[config.mk]
export PLATFORM = sky130hd
export DESIGN_NAME = timer_irq_gen
export DESIGN_NICKNAME = d
export VERILOG_FILES = /design/src/rtl/timer_irq_gen_pkg.sv /design/src/rtl/timer_prescaler.sv /design/src/rtl/timer_irq_gen.sv
export SDC_FILE = /design/constraint.sdc
export NUM_CORES = 1
export LEC_CHECK = 0
export CORE_AREA = 8 8 133 135
export DETAILED_ROUTE_END_ITERATION = 8
export DIE_AREA = 0 0 141 143
export HOLD_SLACK_MARGIN = 0.15
export PLACE_DENSITY = 0.77
export SLEW_MARGIN = 5
export SYNTH_ARGS = -nofsm -noshare
export SYNTH_HDL_FRONTEND = slang
export SYNTH_HIERARCHICAL = 1
export SYNTH_SLANG_ARGS = --single-unit
[constraint.sdc]
create_clock -name clk -period 3.2 [get_ports clk]
set_clock_uncertainty 0.05 [all_clocks]
set_input_delay 0.48 -clock clk [delete_from_list [all_inputs] [get_ports clk]]
set_output_delay 0.48 -clock clk [all_outputs]
set_load 0.05 [all_outputs]
[src/rtl/timer_irq_gen_pkg.sv]
`default_nettype none
// ============================================================================
// timer_irq_gen_pkg : shared register offsets, CTRL bit positions, IRQ indices
// Revision: 1.0
// ============================================================================
package timer_irq_gen_pkg;

  // Register offsets as decoded from addr[3:2]
  localparam logic [1:0] TIMER_CTRL  = 2'd0;
  localparam logic [1:0] TIMER_COUNT = 2'd1;
  localparam logic [1:0] TIMER_CMP   = 2'd2;
  localparam logic [1:0] TIMER_PRE   = 2'd3;

  localparam int CTRL_EN          = 0;
  localparam int CTRL_INT_EN      = 1;
  localparam int CTRL_AUTO_RELOAD = 2;
  localparam int CTRL_PENDING     = 3;

  localparam int          INT_TIMER0 = 0;
  localparam logic [31:0] INT_NONE   = 32'h0;

  typedef struct packed {
    logic pending;
    logic auto_reload;
    logic int_en;
    logic en;
  } ctrl_t;

endpackage
`default_nettype wire

[src/rtl/timer_prescaler.sv]
`default_nettype none
// ============================================================================
// timer_prescaler : free-running 0..PRESCALE counter producing a one-cycle tick
// Revision: 1.0
// ============================================================================
module timer_prescaler #(
  parameter int PRE_W = 16
) (
  input  logic             clk,
  input  logic             rst_n,
  input  logic             en,
  input  logic             clr,
  input  logic [PRE_W-1:0] prescale,
  output logic             tick
);

  logic [PRE_W-1:0] presc_cnt;

  assign tick = en && (presc_cnt == prescale);

  always_ff @(posedge clk or negedge rst_n) begin
    if (!rst_n) begin
      presc_cnt <= '0;
    end else if (!en || clr || tick) begin
      presc_cnt <= '0;
    end else begin
      presc_cnt <= presc_cnt + 1'b1;
    end
  end

endmodule
`default_nettype wire

[src/rtl/timer_irq_gen.sv]
`default_nettype none
// ============================================================================
// timer_irq_gen : memory-mapped compare timer with sticky W1C level interrupt
// Revision: 1.0
// ============================================================================
module timer_irq_gen
  import timer_irq_gen_pkg::*;
#(
  parameter int INT_ID = INT_TIMER0,
  parameter int CNT_W  = 32,
  parameter int PRE_W  = 16
) (
  input  logic        clk,
  input  logic        rst_n,
  input  logic        req_i,
  input  logic        we_i,
  input  logic [31:0] addr_i,
  input  logic [31:0] wdata_i,
  output logic [31:0] rdata_o,
  output logic        ack_o,
  output logic [31:0] int_req_o
);

  ctrl_t            ctrl;
  logic [CNT_W-1:0] count;
  logic [CNT_W-1:0] compare;
  logic [PRE_W-1:0] prescale;
  logic [31:0]      rd_mux;

  logic wr;
  logic wr_ctrl;
  logic wr_count;
  logic wr_cmp;
  logic wr_pre;
  logic tick;
  logic match;
  logic hit;
  logic unused_addr;

  assign wr       = req_i && we_i;
  assign wr_ctrl  = wr && (addr_i[3:2] == TIMER_CTRL);
  assign wr_count = wr && (addr_i[3:2] == TIMER_COUNT);
  assign wr_cmp   = wr && (addr_i[3:2] == TIMER_CMP);
  assign wr_pre   = wr && (addr_i[3:2] == TIMER_PRE);
  assign match    = (count == compare);
  assign hit      = tick && match;

  assign unused_addr = ^{addr_i[31:4], addr_i[1:0]};

  timer_prescaler #(
    .PRE_W(PRE_W)
  ) u_prescaler (
    .clk     (clk),
    .rst_n   (rst_n),
    .en      (ctrl.en),
    .clr     (wr_count || wr_pre),
    .prescale(prescale),
    .tick    (tick)
  );

  // Hardware events are applied after software writes so they win collisions.
  always_ff @(posedge clk or negedge rst_n) begin
    if (!rst_n) begin
      ctrl <= '0;
    end else begin
      if (wr_ctrl) begin
        ctrl.en          <= wdata_i[CTRL_EN];
        ctrl.int_en      <= wdata_i[CTRL_INT_EN];
        ctrl.auto_reload <= wdata_i[CTRL_AUTO_RELOAD];
      end
      if (hit && !ctrl.auto_reload) begin
        ctrl.en <= 1'b0;
      end
      if (hit) begin
        ctrl.pending <= 1'b1;
      end else if (wr_ctrl && wdata_i[CTRL_PENDING]) begin
        ctrl.pending <= 1'b0;
      end
    end
  end

  always_ff @(posedge clk or negedge rst_n) begin
    if (!rst_n) begin
      count    <= '0;
      compare  <= '0;
      prescale <= '0;
    end else begin
      if (wr_count) begin
        count <= wdata_i[CNT_W-1:0];
      end else if (tick) begin
        if (!match) begin
          count <= count + 1'b1;
        end else if (ctrl.auto_reload) begin
          count <= '0;
        end
      end
      if (wr_cmp) begin
        compare <= wdata_i[CNT_W-1:0];
      end
      if (wr_pre) begin
        prescale <= wdata_i[PRE_W-1:0];
      end
    end
  end

  always_comb begin
    rd_mux = '0;
    case (addr_i[3:2])
      TIMER_CTRL:  rd_mux[3:0]       = ctrl;
      TIMER_COUNT: rd_mux[CNT_W-1:0] = count;
      TIMER_CMP:   rd_mux[CNT_W-1:0] = compare;
      default:     rd_mux[PRE_W-1:0] = prescale;
    endcase
  end

  always_ff @(posedge clk or negedge rst_n) begin
    if (!rst_n) begin
      ack_o   <= 1'b0;
      rdata_o <= '0;
    end else begin
      ack_o   <= req_i;
      rdata_o <= (req_i && !we_i) ? rd_mux : 32'h0;
    end
  end

  assign int_req_o = (ctrl.pending && ctrl.int_en) ? (32'h1 << INT_ID) : INT_NONE;

endmodule
`default_nettype wire
==> impl_metrics.json <==
{
  "track_usage": 0.194,
  "max_freq_mhz": 350,
  "grt_max_degree": 69,
  "dp_slack_ps": 391,
  "wl_mm": 19.0,
  "syn-mean-instance-area_um2": 9.79,
  "clkSlewWorstSetupHoldPaths_ps": 60,
  "stdcell_area_um2": 8730,
  "drv_cap": 0,
  "path_cells": "xor2_1 -> nor4_1 -> nand2_1 -> nor4_1 -> inv_1 -> a31oi_1 -> buf_4 -> o2bb2ai_1 -> mux2_2",
  "ant_nets": 0,
  "antenna_found_initial": 0,
  "core_um2": 15600,
  "drc": 0,
  "placed_cell_area_um2": 8130,
  "io_pins": 133,
  "intPower_uw": 3510,
  "seq_area_um2": 3330,
  "row_count": 46,
  "max_stage_delay_ps": 520,
  "clk_latency_ps": 420,
  "power_frac_clock": 0.377,
  "layout.nets": 878,
  "via_count": 5879,
  "place_inst": 1000,
  "async_flop_share": 1.00,
  "max-vdd-ir-drop_mv": 0.415,
  "fin_crit_ps": 2860,
  "sw_frac_of_total": 0.311,
  "cts_buffer_depth": 2,
  "worst_slew_pin_slew_ps": 965,
  "ys_ff_latch": 133,
  "place_hpwl_mm": 13.0,
  "endpoint_kind": "register",
  "synthFlopType": "dfrtp_1",
  "cts_made_buffers": 17,
  "area_delta_synth_final_pct": 18.8,
  "rsz0062_at_grt": "no",
  "die_y_um": 143,
  "hold_viol": 0,
  "worst-path-max-fanout": 12,
  "hold_class": "register to register",
  "holdWs_ps": 498,
  "crit_type": "register to register",
  "cts_root_buf": "clkbuf_16",
  "cts_resized": 0,
  "maxSlewHeadroom": 0.355,
  "grt_pass1_vias": 5723,
  "n_antenna_cell": 0,
  "start_util": 0.471,
  "place_congestion": 0.856,
  "overflow": 0,
  "dieArea_um2": 20200,
  "critPathTopFamily": "simple AND/OR/NAND/NOR gates",
  "comb_power_share": 0.220,
  "cts_setup_buffers": 0,
  "crit_arrival_ps": 3110,
  "worst-path-buf-inv": 2,
  "synthesis.area_um2": 7350,
  "cp.required_ps": 3450,
  "dr.pass1.iters": 5,
  "worst_setup_path_start_kind": "register",
  "critical_path.most_common_cell": "nor4_1",
  "drv_slew": 0,
  "status": "finished clean",
  "io_buffers": 71,
  "timing.final.ws_setup_ps": 344,
  "p_leak_uw": 0.00378,
  "drive_gt1_frac": 0.154,
  "drt_iter0_drc": 580,
  "p_seq_frac": 0.403,
  "clkSinkCount": 133,
  "syn_inst": 750,
  "wire_per_inst_um": 18.4,
  "period_share": 0.893,
  "fillers": 1343,
  "multiInputGateArea_um2": 3580,
  "htree_levels": 4,
  "setup_viol": 0,
  "synth_edf_count": 0,
  "slowest_stage": "nor4_1",
  "tns_ps": 0,
  "switching_power_uw": 1580,
  "grt_pass1_wl_mm": 30.7,
  "cts_tree": "built",
  "via_per_inst": 5.69,
  "yosysSeqAreaShare": 0.453,
  "synth_cell_types": 56,
  "finalNonFillerCells": 1033,
  "die_x_um": 141,
  "yosys_warnings": 6,
  "p_per_area_nw_per_um2": 583
}
[final cells by class]
type,instances,area share
Clock buffer,17,0.0487
Clock inverter,15,0.0181
Inverter,15,0.00645
Multi-Input combinational cell,544,0.411
Sequential cell,133,0.381
Tap cell,216,0.0310
Timing Repair Buffer,93,0.104
[cells in the mapped netlist (6+ instances only)]
| master | count | area share |
|---|---|---|
| dfrtp_1 | 133 | 0.45 |
| nor2_1 | 104 | 0.053 |
| mux2_2 | 55 | 0.084 |
| xnor2_1 | 50 | 0.060 |
| nand2_1 | 44 | 0.022 |
| clkbuf_1 | 36 | 0.018 |
| buf_4 | 32 | 0.033 |
| a22oi_1 | 31 | 0.032 |
| nand3_1 | 27 | 0.018 |
| a21oi_1 | 21 | 0.014 |
| nand4_1 | 20 | 0.017 |
| buf_2 | 17 | 0.012 |
| nand2b_1 | 16 | 0.014 |
| a31oi_1 | 15 | 0.013 |
| inv_1 | 15 | 0.0077 |
| nor3_1 | 13 | 0.0089 |
| o21ai_0 | 13 | 0.0089 |
| xor2_1 | 12 | 0.014 |
| nor4_1 | 9 | 0.0077 |
| and3_1 | 7 | 0.0060 |
| mux2_1 | 7 | 0.011 |
| ha_1 | 6 | 0.010 |
| o21ai_1 | 6 | 0.0041 |
[layer usage]
layer  vias up  routed length [µm]  global-route usage
met1      2895                7940               0.246
met3        46                1460              0.0421
met4         0                 576               0.101
met2       252                9000               0.306
li1       2686                   -                   -
met5         -                   0                   0
[flip-flops by register name, indices dropped and copies added (netlist names)]
name and flops:
compare 32, count 32, rdata_o 32, prescale 16
u_prescaler/presc_cnt 16, ctrl 4, ack_o 1
[power groups by stage]
| stage | logic [µW] | clock network [µW] | registers, µW |
|---|---|---|---|
| 2_1_floorplan | 784 | 0 | 2080 |
| 3_3_place_gp | 1080 | 0 | 2060 |
| 3_5_place_dp | 1100 | 0 | 2070 |
| 4_1_cts | 1120 | 1940 | 2050 |
| 5_1_grt | 1210 | 2020 | 2070 |
| 6_report | 1120 | 1920 | 2050 |
[placed cells by master (no fill, tap or decap), drive strengths merged, types with 15 or more instances in the layout]
master	n
xnor2	50
conb	31
o21ai	20
mux2	62
nand2b	16
a22oi	32
nor3	17
nand3	27
buf	22
a31oi	15
a21oi	22
nand4	22
nor2	105
clkdlybuf4s50	70
inv	17
dfrtp	133
nand2	44
clkbuf	17
[logic make-up after synthesis]
kind of cell / count (synthesis) / share of synthesized area
XOR/XNOR: 62 / 0.0739
AO/OA/AOI/OAI: 120 / 0.116
adder cells (fa/ha/maj): 6 / 0.0102
other: 1 / 0.000510
flip-flops: 133 / 0.453
AND/OR/NAND/NOR: 260 / 0.173
buffers and inverters: 103 / 0.0743
multiplexers: 65 / 0.0991
[final timing paths]
| check | startpoint | endpoint | slack (ps) | cells past startpoint |
|---|---|---|---|---|
| setup / recovery | u_prescaler/presc_cnt[8] | count[23] | 340 | 9 |
| hold / removal | ctrl[2] | ctrl[2] | 500 | 1 |
| setup reg to reg | u_prescaler/presc_cnt[8] | count[23] | 340 | 9 |
| hold reg to reg | ctrl[2] | ctrl[2] | 500 | 1 |
| max in group asynchronous | rst_n | rdata_o[8] | 1750 | 3 |
| min in group asynchronous | rst_n | rdata_o[20] | 570 | 2 |
[what timing repair did]
action	in CTS	in global routing
endpoints found under the setup margin	0	0
endpoints found under the hold margin	67	0
hold buffers	1	0
[per-stage QoR]
step	power, µW	util
after floorplan	2870	-
after global placement	3150	0.521
after detailed placement	3170	0.521
after CTS	5100	0.560
after global routing	5310	0.560
final	5090	0.560
(Power assumes the default switching activity.)
